<file path="config.mk">
export PLATFORM = sky130hd
export DESIGN_NAME = vec_write_ctrl_flat
export DESIGN_NICKNAME = d
export VERILOG_FILES = /design/src/rtl/vec_write_ctrl_pkg.sv /design/src/rtl/vec_write_ctrl_if.sv /design/src/rtl/vec_write_ctrl_byte_packer.sv /design/src/rtl/vec_write_ctrl.sv /design/src/flat_wrapper.sv
export SDC_FILE = /design/constraint.sdc
export NUM_CORES = 1
export LEC_CHECK = 0
export CAP_MARGIN = 30
export CELL_PAD_IN_SITES_DETAIL_PLACEMENT = 1
export CELL_PAD_IN_SITES_GLOBAL_PLACEMENT = 1
export CORE_UTILIZATION = 35
export CTS_BUF_LIST = sky130_fd_sc_hd__clkbuf_16
export DETAILED_ROUTE_END_ITERATION = 10
export PLACE_DENSITY = 0.74
export SLEW_MARGIN = 20
export SYNTH_ARGS = -nofsm -noshare
export SYNTH_HDL_FRONTEND = slang
export SYNTH_HIERARCHICAL = 1
export SYNTH_SLANG_ARGS = --single-unit
</file>
<file path="constraint.sdc">
create_clock -name clk -period 2.2 [get_ports clk]
set_input_delay 0.44 -clock clk [delete_from_list [all_inputs] [get_ports clk]]
set_output_delay 0.44 -clock clk [all_outputs]
set_load 0.03 [all_outputs]
</file>
<file path="src/rtl/vec_write_ctrl_pkg.sv">
// Shared types and constants for the vector write controller.
package vec_write_pkg;

  // Controller states: waiting for an opcode, receiving bytes, vector complete.
  typedef enum logic [1:0] {
    IDLE = 2'd0,
    RECV = 2'd1,
    DONE = 2'd2
  } state_t;

  // Opcode that selects vector 0 unless the instance overrides it.
  localparam logic [7:0] OP_WR_BASE_DEFAULT = 8'h01;

  // Width of one UART byte lane.
  localparam int BYTE_W = 8;

  // Index width for n items, never less than one bit so that n == 1 still works.
  function automatic int sel_width(input int n);
    return (n > 1) ? $clog2(n) : 1;
  endfunction

endpackage

</file>
<file path="src/rtl/vec_write_ctrl_if.sv">
// Bus between the command/UART side and the vector write controller.
interface vec_write_ctrl_if #(
  parameter int NUM_VEC = 2,
  parameter int VEC_LEN = 1024,
  parameter int DATA_W  = 8
);
  import vec_write_pkg::*;

  localparam int ADDR_W = $clog2(VEC_LEN);

  logic [7:0]          op;
  logic [BYTE_W-1:0]   rx_data;
  logic                rx_valid;
  logic [NUM_VEC-1:0]  wr_en;
  logic [ADDR_W-1:0]   wr_addr;
  logic [DATA_W-1:0]   wr_data;
  logic                busy;
  logic                op_finished;
  logic                aborted;
  logic [7:0]          checksum;

  // Decoder/UART side: drives opcode and bytes, observes the memory write port.
  modport master (
    output op, rx_data, rx_valid,
    input  wr_en, wr_addr, wr_data, busy, op_finished, aborted, checksum
  );

  // Controller side.
  modport slave (
    input  op, rx_data, rx_valid,
    output wr_en, wr_addr, wr_data, busy, op_finished, aborted, checksum
  );

endinterface

</file>
<file path="src/rtl/vec_write_ctrl_byte_packer.sv">
// Little-endian byte packer: collects DATA_W/8 bytes into one word and
// flags the byte that completes it. The assembled word (including the byte
// arriving this cycle) is available combinationally so the caller can
// register it on the completing cycle.
module byte_packer
  import vec_write_pkg::*;
#(
  parameter int DATA_W = 8
) (
  input  logic              clk,
  input  logic              rst,
  input  logic              clr,
  input  logic              in_valid,
  input  logic [BYTE_W-1:0] in_data,
  output logic [DATA_W-1:0] word,
  output logic              word_done
);

  localparam int              LANES     = DATA_W / BYTE_W;
  localparam int              CNT_W     = sel_width(LANES);
  localparam logic [CNT_W-1:0] LAST_LANE = CNT_W'(LANES - 1);

  logic [CNT_W-1:0]  byte_cnt_reg;
  logic [DATA_W-1:0] lanes_reg;
  logic              last_lane;

  assign last_lane = (byte_cnt_reg == LAST_LANE);
  assign word_done = in_valid && last_lane;

  // The incoming byte overrides the stored lane it is destined for.
  genvar gi;
  generate
    for (gi = 0; gi < LANES; gi++) begin : g_lane
      assign word[gi*BYTE_W +: BYTE_W] =
        (in_valid && (byte_cnt_reg == CNT_W'(gi))) ? in_data
                                                   : lanes_reg[gi*BYTE_W +: BYTE_W];
    end
  endgenerate

  // Lane pointer: advances per byte, wraps after the top lane.
  always_ff @(posedge clk or posedge rst) begin
    if (rst) begin
      byte_cnt_reg <= '0;
    end else if (clr) begin
      byte_cnt_reg <= '0;
    end else if (in_valid) begin
      byte_cnt_reg <= last_lane ? '0 : byte_cnt_reg + CNT_W'(1);
    end
  end

  // Partial word storage, emptied once a word is handed off or discarded.
  always_ff @(posedge clk or posedge rst) begin
    if (rst) begin
      lanes_reg <= '0;
    end else if (clr || word_done) begin
      lanes_reg <= '0;
    end else if (in_valid) begin
      lanes_reg <= word;
    end
  end

endmodule

</file>
<file path="src/rtl/vec_write_ctrl.sv">
// Receive-to-memory write controller: while a write-vector opcode is held,
// packs UART bytes into words and writes VEC_LEN words into the selected
// vector memory, then reports completion; withdrawing the opcode aborts.
// Optional running byte checksum is built only when VEC_WRITE_CHECKSUM_EN
// is defined; otherwise checksum is a constant zero.
module vec_write_ctrl
  import vec_write_pkg::*;
#(
  parameter int         NUM_VEC    = 2,
  parameter int         VEC_LEN    = 1024,
  parameter int         DATA_W     = 8,
  parameter logic [7:0] OP_WR_BASE = OP_WR_BASE_DEFAULT
) (
  input logic             clk,
  input logic             rst,
  vec_write_ctrl_if.slave bus
);

  localparam int               ADDR_W    = $clog2(VEC_LEN);
  localparam int               SEL_W     = sel_width(NUM_VEC);
  localparam logic [ADDR_W-1:0] LAST_ADDR = ADDR_W'(VEC_LEN - 1);

  state_t              state_reg, state_next;
  logic [SEL_W-1:0]    sel_reg;
  logic [ADDR_W-1:0]   word_cnt_reg;
  logic [NUM_VEC-1:0]  wr_en_reg, wr_en_next;
  logic [ADDR_W-1:0]   wr_addr_reg;
  logic [DATA_W-1:0]   wr_data_reg;
  logic                op_finished_reg;
  logic                aborted_reg;

  logic [7:0]          op_diff;
  logic                sel_valid;
  logic [SEL_W-1:0]    sel;
  logic                op_match;

  logic                start;
  logic                accept;
  logic                abort_evt;
  logic                pack_clr;
  logic                write_evt;
  logic                finish_evt;
  logic [DATA_W-1:0]   packed_word;
  logic                word_done;

  // Opcode decode: an out-of-range difference wraps high and fails the compare.
  assign op_diff   = bus.op - OP_WR_BASE;
  assign sel_valid = ({24'd0, op_diff} < 32'(NUM_VEC));
  assign sel       = op_diff[SEL_W-1:0];
  assign op_match  = sel_valid && (sel == sel_reg);

  byte_packer #(
    .DATA_W (DATA_W)
  ) u_packer (
    .clk       (clk),
    .rst       (rst),
    .clr       (pack_clr),
    .in_valid  (accept),
    .in_data   (bus.rx_data),
    .word      (packed_word),
    .word_done (word_done)
  );

  // A word completes only on an accepted byte, so an abort always suppresses it.
  assign write_evt  = word_done;
  assign finish_evt = word_done && (word_cnt_reg == LAST_ADDR);

  // State register.
  always_ff @(posedge clk or posedge rst) begin
    if (rst) begin
      state_reg <= IDLE;
    end else begin
      state_reg <= state_next;
    end
  end

  // Next-state: leaving the latched opcode always returns to IDLE first.
  always_comb begin
    state_next = state_reg;
    unique case (state_reg)
      IDLE: if (sel_valid) state_next = RECV;
      RECV: begin
        if (!op_match)       state_next = IDLE;
        else if (finish_evt) state_next = DONE;
      end
      DONE: if (!op_match) state_next = IDLE;
      default: state_next = IDLE;
    endcase
  end

  // Per-state control strobes; bytes are only taken in RECV with the opcode intact.
  always_comb begin
    start     = 1'b0;
    accept    = 1'b0;
    abort_evt = 1'b0;
    pack_clr  = 1'b0;
    unique case (state_reg)
      IDLE: begin
        pack_clr = 1'b1;
        start    = sel_valid;
      end
      RECV: begin
        if (!op_match) begin
          abort_evt = 1'b1;
          pack_clr  = 1'b1;
        end else begin
          accept = bus.rx_valid;
        end
      end
      DONE:    pack_clr = 1'b1;
      default: pack_clr = 1'b1;
    endcase
  end

  // One-hot enable for the latched vector.
  genvar gi;
  generate
    for (gi = 0; gi < NUM_VEC; gi++) begin : g_en
      assign wr_en_next[gi] = write_evt && (sel_reg == SEL_W'(gi));
    end
  endgenerate

  // Vector select latch and word address counter, which saturates on the last word.
  always_ff @(posedge clk or posedge rst) begin
    if (rst) begin
      sel_reg      <= '0;
      word_cnt_reg <= '0;
    end else begin
      if (start) begin
        sel_reg <= sel;
      end
      if (start || abort_evt) begin
        word_cnt_reg <= '0;
      end else if (write_evt && (word_cnt_reg != LAST_ADDR)) begin
        word_cnt_reg <= word_cnt_reg + ADDR_W'(1);
      end
    end
  end

  // Registered memory write port; address and data hold between writes.
  always_ff @(posedge clk or posedge rst) begin
    if (rst) begin
      wr_en_reg   <= '0;
      wr_addr_reg <= '0;
      wr_data_reg <= '0;
    end else begin
      wr_en_reg <= wr_en_next;
      if (write_evt) begin
        wr_addr_reg <= word_cnt_reg;
        wr_data_reg <= packed_word;
      end
    end
  end

  // Single-cycle status pulses aligned with the write they describe.
  always_ff @(posedge clk or posedge rst) begin
    if (rst) begin
      op_finished_reg <= 1'b0;
      aborted_reg     <= 1'b0;
    end else begin
      op_finished_reg <= finish_evt;
      aborted_reg     <= abort_evt;
    end
  end

`ifdef VEC_WRITE_CHECKSUM_EN
  logic [7:0] checksum_reg;

  // Running mod-256 byte sum, restarted on each new transfer.
  always_ff @(posedge clk or posedge rst) begin
    if (rst) begin
      checksum_reg <= '0;
    end else if (start) begin
      checksum_reg <= '0;
    end else if (accept) begin
      checksum_reg <= checksum_reg + bus.rx_data;
    end
  end

  assign bus.checksum = checksum_reg;
`else
  assign bus.checksum = 8'h00;
`endif

  assign bus.wr_en       = wr_en_reg;
  assign bus.wr_addr     = wr_addr_reg;
  assign bus.wr_data     = wr_data_reg;
  assign bus.busy        = (state_reg == RECV);
  assign bus.op_finished = op_finished_reg;
  assign bus.aborted     = aborted_reg;

endmodule

</file>
<file path="src/flat_wrapper.sv">
// flat-port wrapper written by rule: the top's interface ports become plain ports
module vec_write_ctrl_flat import vec_write_pkg::*;
#(
  parameter int         NUM_VEC    = 2,
  parameter int         VEC_LEN    = 1024,
  parameter int         DATA_W     = 8,
  parameter logic [7:0] OP_WR_BASE = OP_WR_BASE_DEFAULT
)
  (clk, rst, bus_op, bus_rx_data, bus_rx_valid, bus_wr_en, bus_wr_addr, bus_wr_data, bus_busy, bus_op_finished, bus_aborted, bus_checksum);
  vec_write_ctrl_if #(.NUM_VEC(NUM_VEC), .VEC_LEN(VEC_LEN), .DATA_W(DATA_W)) bus_i ();
  input logic clk;
  input logic rst;
  input wire logic [$bits(bus_i.op)-1:0] bus_op;
  input wire logic [$bits(bus_i.rx_data)-1:0] bus_rx_data;
  input wire logic [$bits(bus_i.rx_valid)-1:0] bus_rx_valid;
  output wire logic [$bits(bus_i.wr_en)-1:0] bus_wr_en;
  output wire logic [$bits(bus_i.wr_addr)-1:0] bus_wr_addr;
  output wire logic [$bits(bus_i.wr_data)-1:0] bus_wr_data;
  output wire logic [$bits(bus_i.busy)-1:0] bus_busy;
  output wire logic [$bits(bus_i.op_finished)-1:0] bus_op_finished;
  output wire logic [$bits(bus_i.aborted)-1:0] bus_aborted;
  output wire logic [$bits(bus_i.checksum)-1:0] bus_checksum;
  assign bus_i.op = bus_op;
  assign bus_i.rx_data = bus_rx_data;
  assign bus_i.rx_valid = bus_rx_valid;
  assign bus_wr_en = bus_i.wr_en;
  assign bus_wr_addr = bus_i.wr_addr;
  assign bus_wr_data = bus_i.wr_data;
  assign bus_busy = bus_i.busy;
  assign bus_op_finished = bus_i.op_finished;
  assign bus_aborted = bus_i.aborted;
  assign bus_checksum = bus_i.checksum;
  vec_write_ctrl #(.NUM_VEC(NUM_VEC), .VEC_LEN(VEC_LEN), .DATA_W(DATA_W), .OP_WR_BASE(OP_WR_BASE)) u_core (.clk(clk), .rst(rst), .bus(bus_i));
endmodule
</file>
==> results.md <==
* Clk buf depth at 2
* Status: complete, but fails checks
* WL final at 5.113 mm
* Post-route ant nets at 0
* Final WS setup at -0.01420 ns
* Startpoint types: input port
* Grt total ovfl at 0
* Kind of critical path: input port to flip-flop
* Worst skew pair latency at 0.27 ns
* Worst Hold Class: input port to asynchronous set/reset pin
* CP endpoint: u_core/word_cnt_reg[3]
* Clock skew at 0.003429 ns
* CTS tree: yes
* Syn Inst Count at 168
* Ant. Diodes at 0
* Clock share of power at 41.2%
* Vias per inst at 4.964
* Clock transition at path regs at 0.06 ns
* Initial antenna violation count at 0
* Largest net degree at the start of global routing at 36
* Min Tclk post-route at 2.214 ns
* IO Count at 50
* RSZ-0062 raised after global routing: yes
* Total CTS buffers at 5
* Leakage at 1.437 nW
* Fin nets at 259
* WL per Instance at 16.55 µm
* Storage cell area at 1076 µm²
* Max Fanout on Critical Path at 8
* Overall power at 1.625 mW
* Area growth, synth to finish at 45.45%
* VDD IR max at 0.3253 mV
* Post-synth cell types at 41
* Layout cells sized above 1 at 41.35%
* Worst Setup SP: bus_op[1]
* Critical Path RT at 2.36 ns
* Num Clock Sinks at 43
* Synth Cell Area at 2120 µm²
* NetSw at 0.3576 mW
* All-layer global routing usage at 17.16%
* Fillers at 604
* Placed cell count at 290
* CTS root buffer: clkbuf_16
* Initial Util at 37.35%
* Worst reg2reg path depth at 8
* R2r endpoint: u_core/word_cnt_reg[3]
* Hold buffer count at CTS at 0
* Initial drt markers at 72
* Reg2reg start: u_core/state_reg[1]
* Final Cycle Share at 100.6%
* First-pass GRT wire length at 8.142 mm
* Final hold viol count at 0
* Arrival time worst endpoint at 2.37 ns
* Core area at 5675 µm²
* Fmax at 0.4516 GHz
* Dpl hpwl at 3.121 mm
* Placer Congestion at 0.7557
* Vias in the first global route at 1671
* Drc violations at 0
* Chip height at 79.82 µm
* Die area at 6371 µm²
* PortBufs at 41
* DP Worst Slack at -0.6109 ns
* Die X at 79.82 µm
* Syn. warnings at 6
* Max-Cap Viols at 0
* Max-slew violation count at 0
* Power Dens Cells at 527.0 nW/µm²
* Syn Area/Cell at 12.62 µm²
* Area of the multi-input gates at 1021 µm²
* FF+latch count, synth at 43
* Internal Pwr Total at 1.267 mW
* Fraction of power consumed by sequential logic at 50.5%
* Comb pwr share at 8.4%
* Num rows at 27
* Critical path endpoint category: flip-flop
* Vias at 1534
* First-pass DRT Iterations at 4
* H-tree lvl count at 2
* Seq/Total Area, Yosys at 50.77%
* Post-layout instance count excluding filler cells at 309
* Failing checks: setup timing
* Switching Share at 22.01%
* Final setup viols at 1
* Flop2flop setup slack at 0.10 ns
-- placed cells by master, fill, tap and decap left out, types with 3 or more instances in the layout --
| master | instances |
|---|---|
| xor2_1 | 3 |
| nand2_1 | 3 |
| nand3_1 | 3 |
| buf_4 | 25 |
| buf_6 | 3 |
| dfrtp_1 | 43 |
| nor2b_1 | 4 |
| mux2_2 | 22 |
| clkdlybuf4s50_1 | 32 |
| mux2_4 | 4 |
| inv_1 | 5 |
| and3_4 | 3 |
| nor3b_1 | 6 |
| xnor2_1 | 3 |
| conb_1 | 8 |
| nor3_2 | 13 |
| clkbuf_16 | 5 |
-- how the worst min path moves through the flow --
stage                     slack [ns]                            to
after global placement          0.48           u_core/bus.wr_en[0]
after global routing            0.48  u_core/u_packer/lanes_reg[1]
after CTS                       0.46  u_core/u_packer/lanes_reg[2]
after detailed placement        0.49           u_core/bus.wr_en[0]
after floorplan                 0.26  u_core/u_packer/lanes_reg[0]
final                           0.45  u_core/u_packer/lanes_reg[1]
-- layer usage --
layer / GRT usage [%] / wire length [µm] / up-vias
li1: - / - / 719
met1: 21.49 / 2232 / 767
met2: 29.06 / 2670 / 44
met3: 3.429 / 153 / 4
met4: 6.429 / 56 / 0
met5: 0 / 0 / -
-- what timing repair did --
action / in CTS / in global routing
cloned: 2 / 0
pin swaps: 4 / 11
buffers inserted: 11 / 0
endpoints found under the setup margin: 33 / 35
gates resized for setup: 21 / 23
endpoints found under the hold margin: 0 / 0
-- area by class of cell --
cell class	count	area share, %
sequential	43	34.90
multi-input combinational	109	33.12
timing repair buffer	73	23.99
clock buffer	5	4.058
tap	72	2.922
inverter	6	0.8929
clock inverter	1	0.1218
-- kinds of logic (layout without fill, tap and decap cells) --
| logic type | count (synthesis) | after routing | share of synthesized area, % |
|---|---|---|---|
| and+or+nand+nor | 49 | 49 | 16.41 |
| DFF | 43 | 43 | 50.77 |
| muxes | 30 | 30 | 16.12 |
| buffers and inverters | 23 | 85 | 7.142 |
| AOI/OAI and AO/OA | 12 | 12 | 4.900 |
| xor gates and xnor gates | 8 | 8 | 3.305 |
| adders and majority gates | 2 | 2 | 1.180 |
| other | 1 | 8 | 0.1769 |
-- power groups by stage --
stage               Clock, mW  Sequential (mW)  Combinational [mW]
finish                  0.669            0.820               0.136
global route            0.721            0.821               0.149
CTS                     0.688            0.818               0.126
detailed placement          0            0.832               0.126
global placement            0            0.831               0.124
floorplan                   0            0.826              0.0772
-- Yosys cell counts (all sizes together) --
cell	count	area share (%)
o21ai	3	0.71
a211oi	1	0.35
clkbuf	1	0.18
nand4	3	1.2
a2111oi	2	1.4
a21oi	1	0.24
buf	16	5.9
ha	2	1.2
nand3	3	0.71
conb	1	0.18
nand4b	1	0.41
dfrtp	43	51
and4	1	0.41
nor4b	1	0.41
o311ai	2	0.83
mux2	27	15
o31ai	1	0.59
nor3b	8	2.8
xnor2	4	1.7
nor3	14	5.4
o211ai	1	0.35
and3	5	1.5
nor2b	4	1.2
nor2	1	0.18
and2	2	0.59
o31a	1	0.41
nor4	1	0.59
inv	6	1.1
mux2i	3	1.4
nand2b	1	0.30
nand2	4	0.71
xor2	4	1.7
-- critical path, stage by stage --
cell and delay (ns):
buf_8 0.08, inv_4 0.03, ha_4 0.15, xnor2_2 0.15, nand4b_1 0.18, nor3_2 0.17, and3_4 0.28, buf_6 0.12
buf_6 0.13, and4_1 0.22, o311ai_0 0.19, o21ai_1 0.18, nor3_2 0.05
-- per-stage QoR --
stage	TNS [ns]	util (%)	cell area, µm²	hold slack [ns]
2_1_floorplan	0	-	2195	0.2557
3_3_place_gp	-14.92	47.82	2714	0.4756
3_5_place_dp	-18.00	47.82	2714	0.4850
4_1_cts	0	53.13	3015	0.4609
5_1_grt	-0.3047	54.32	3083	0.4770
6_report	-0.01420	54.32	3083	0.4548
No activity file was read; power rests on OpenSTA's default activity.
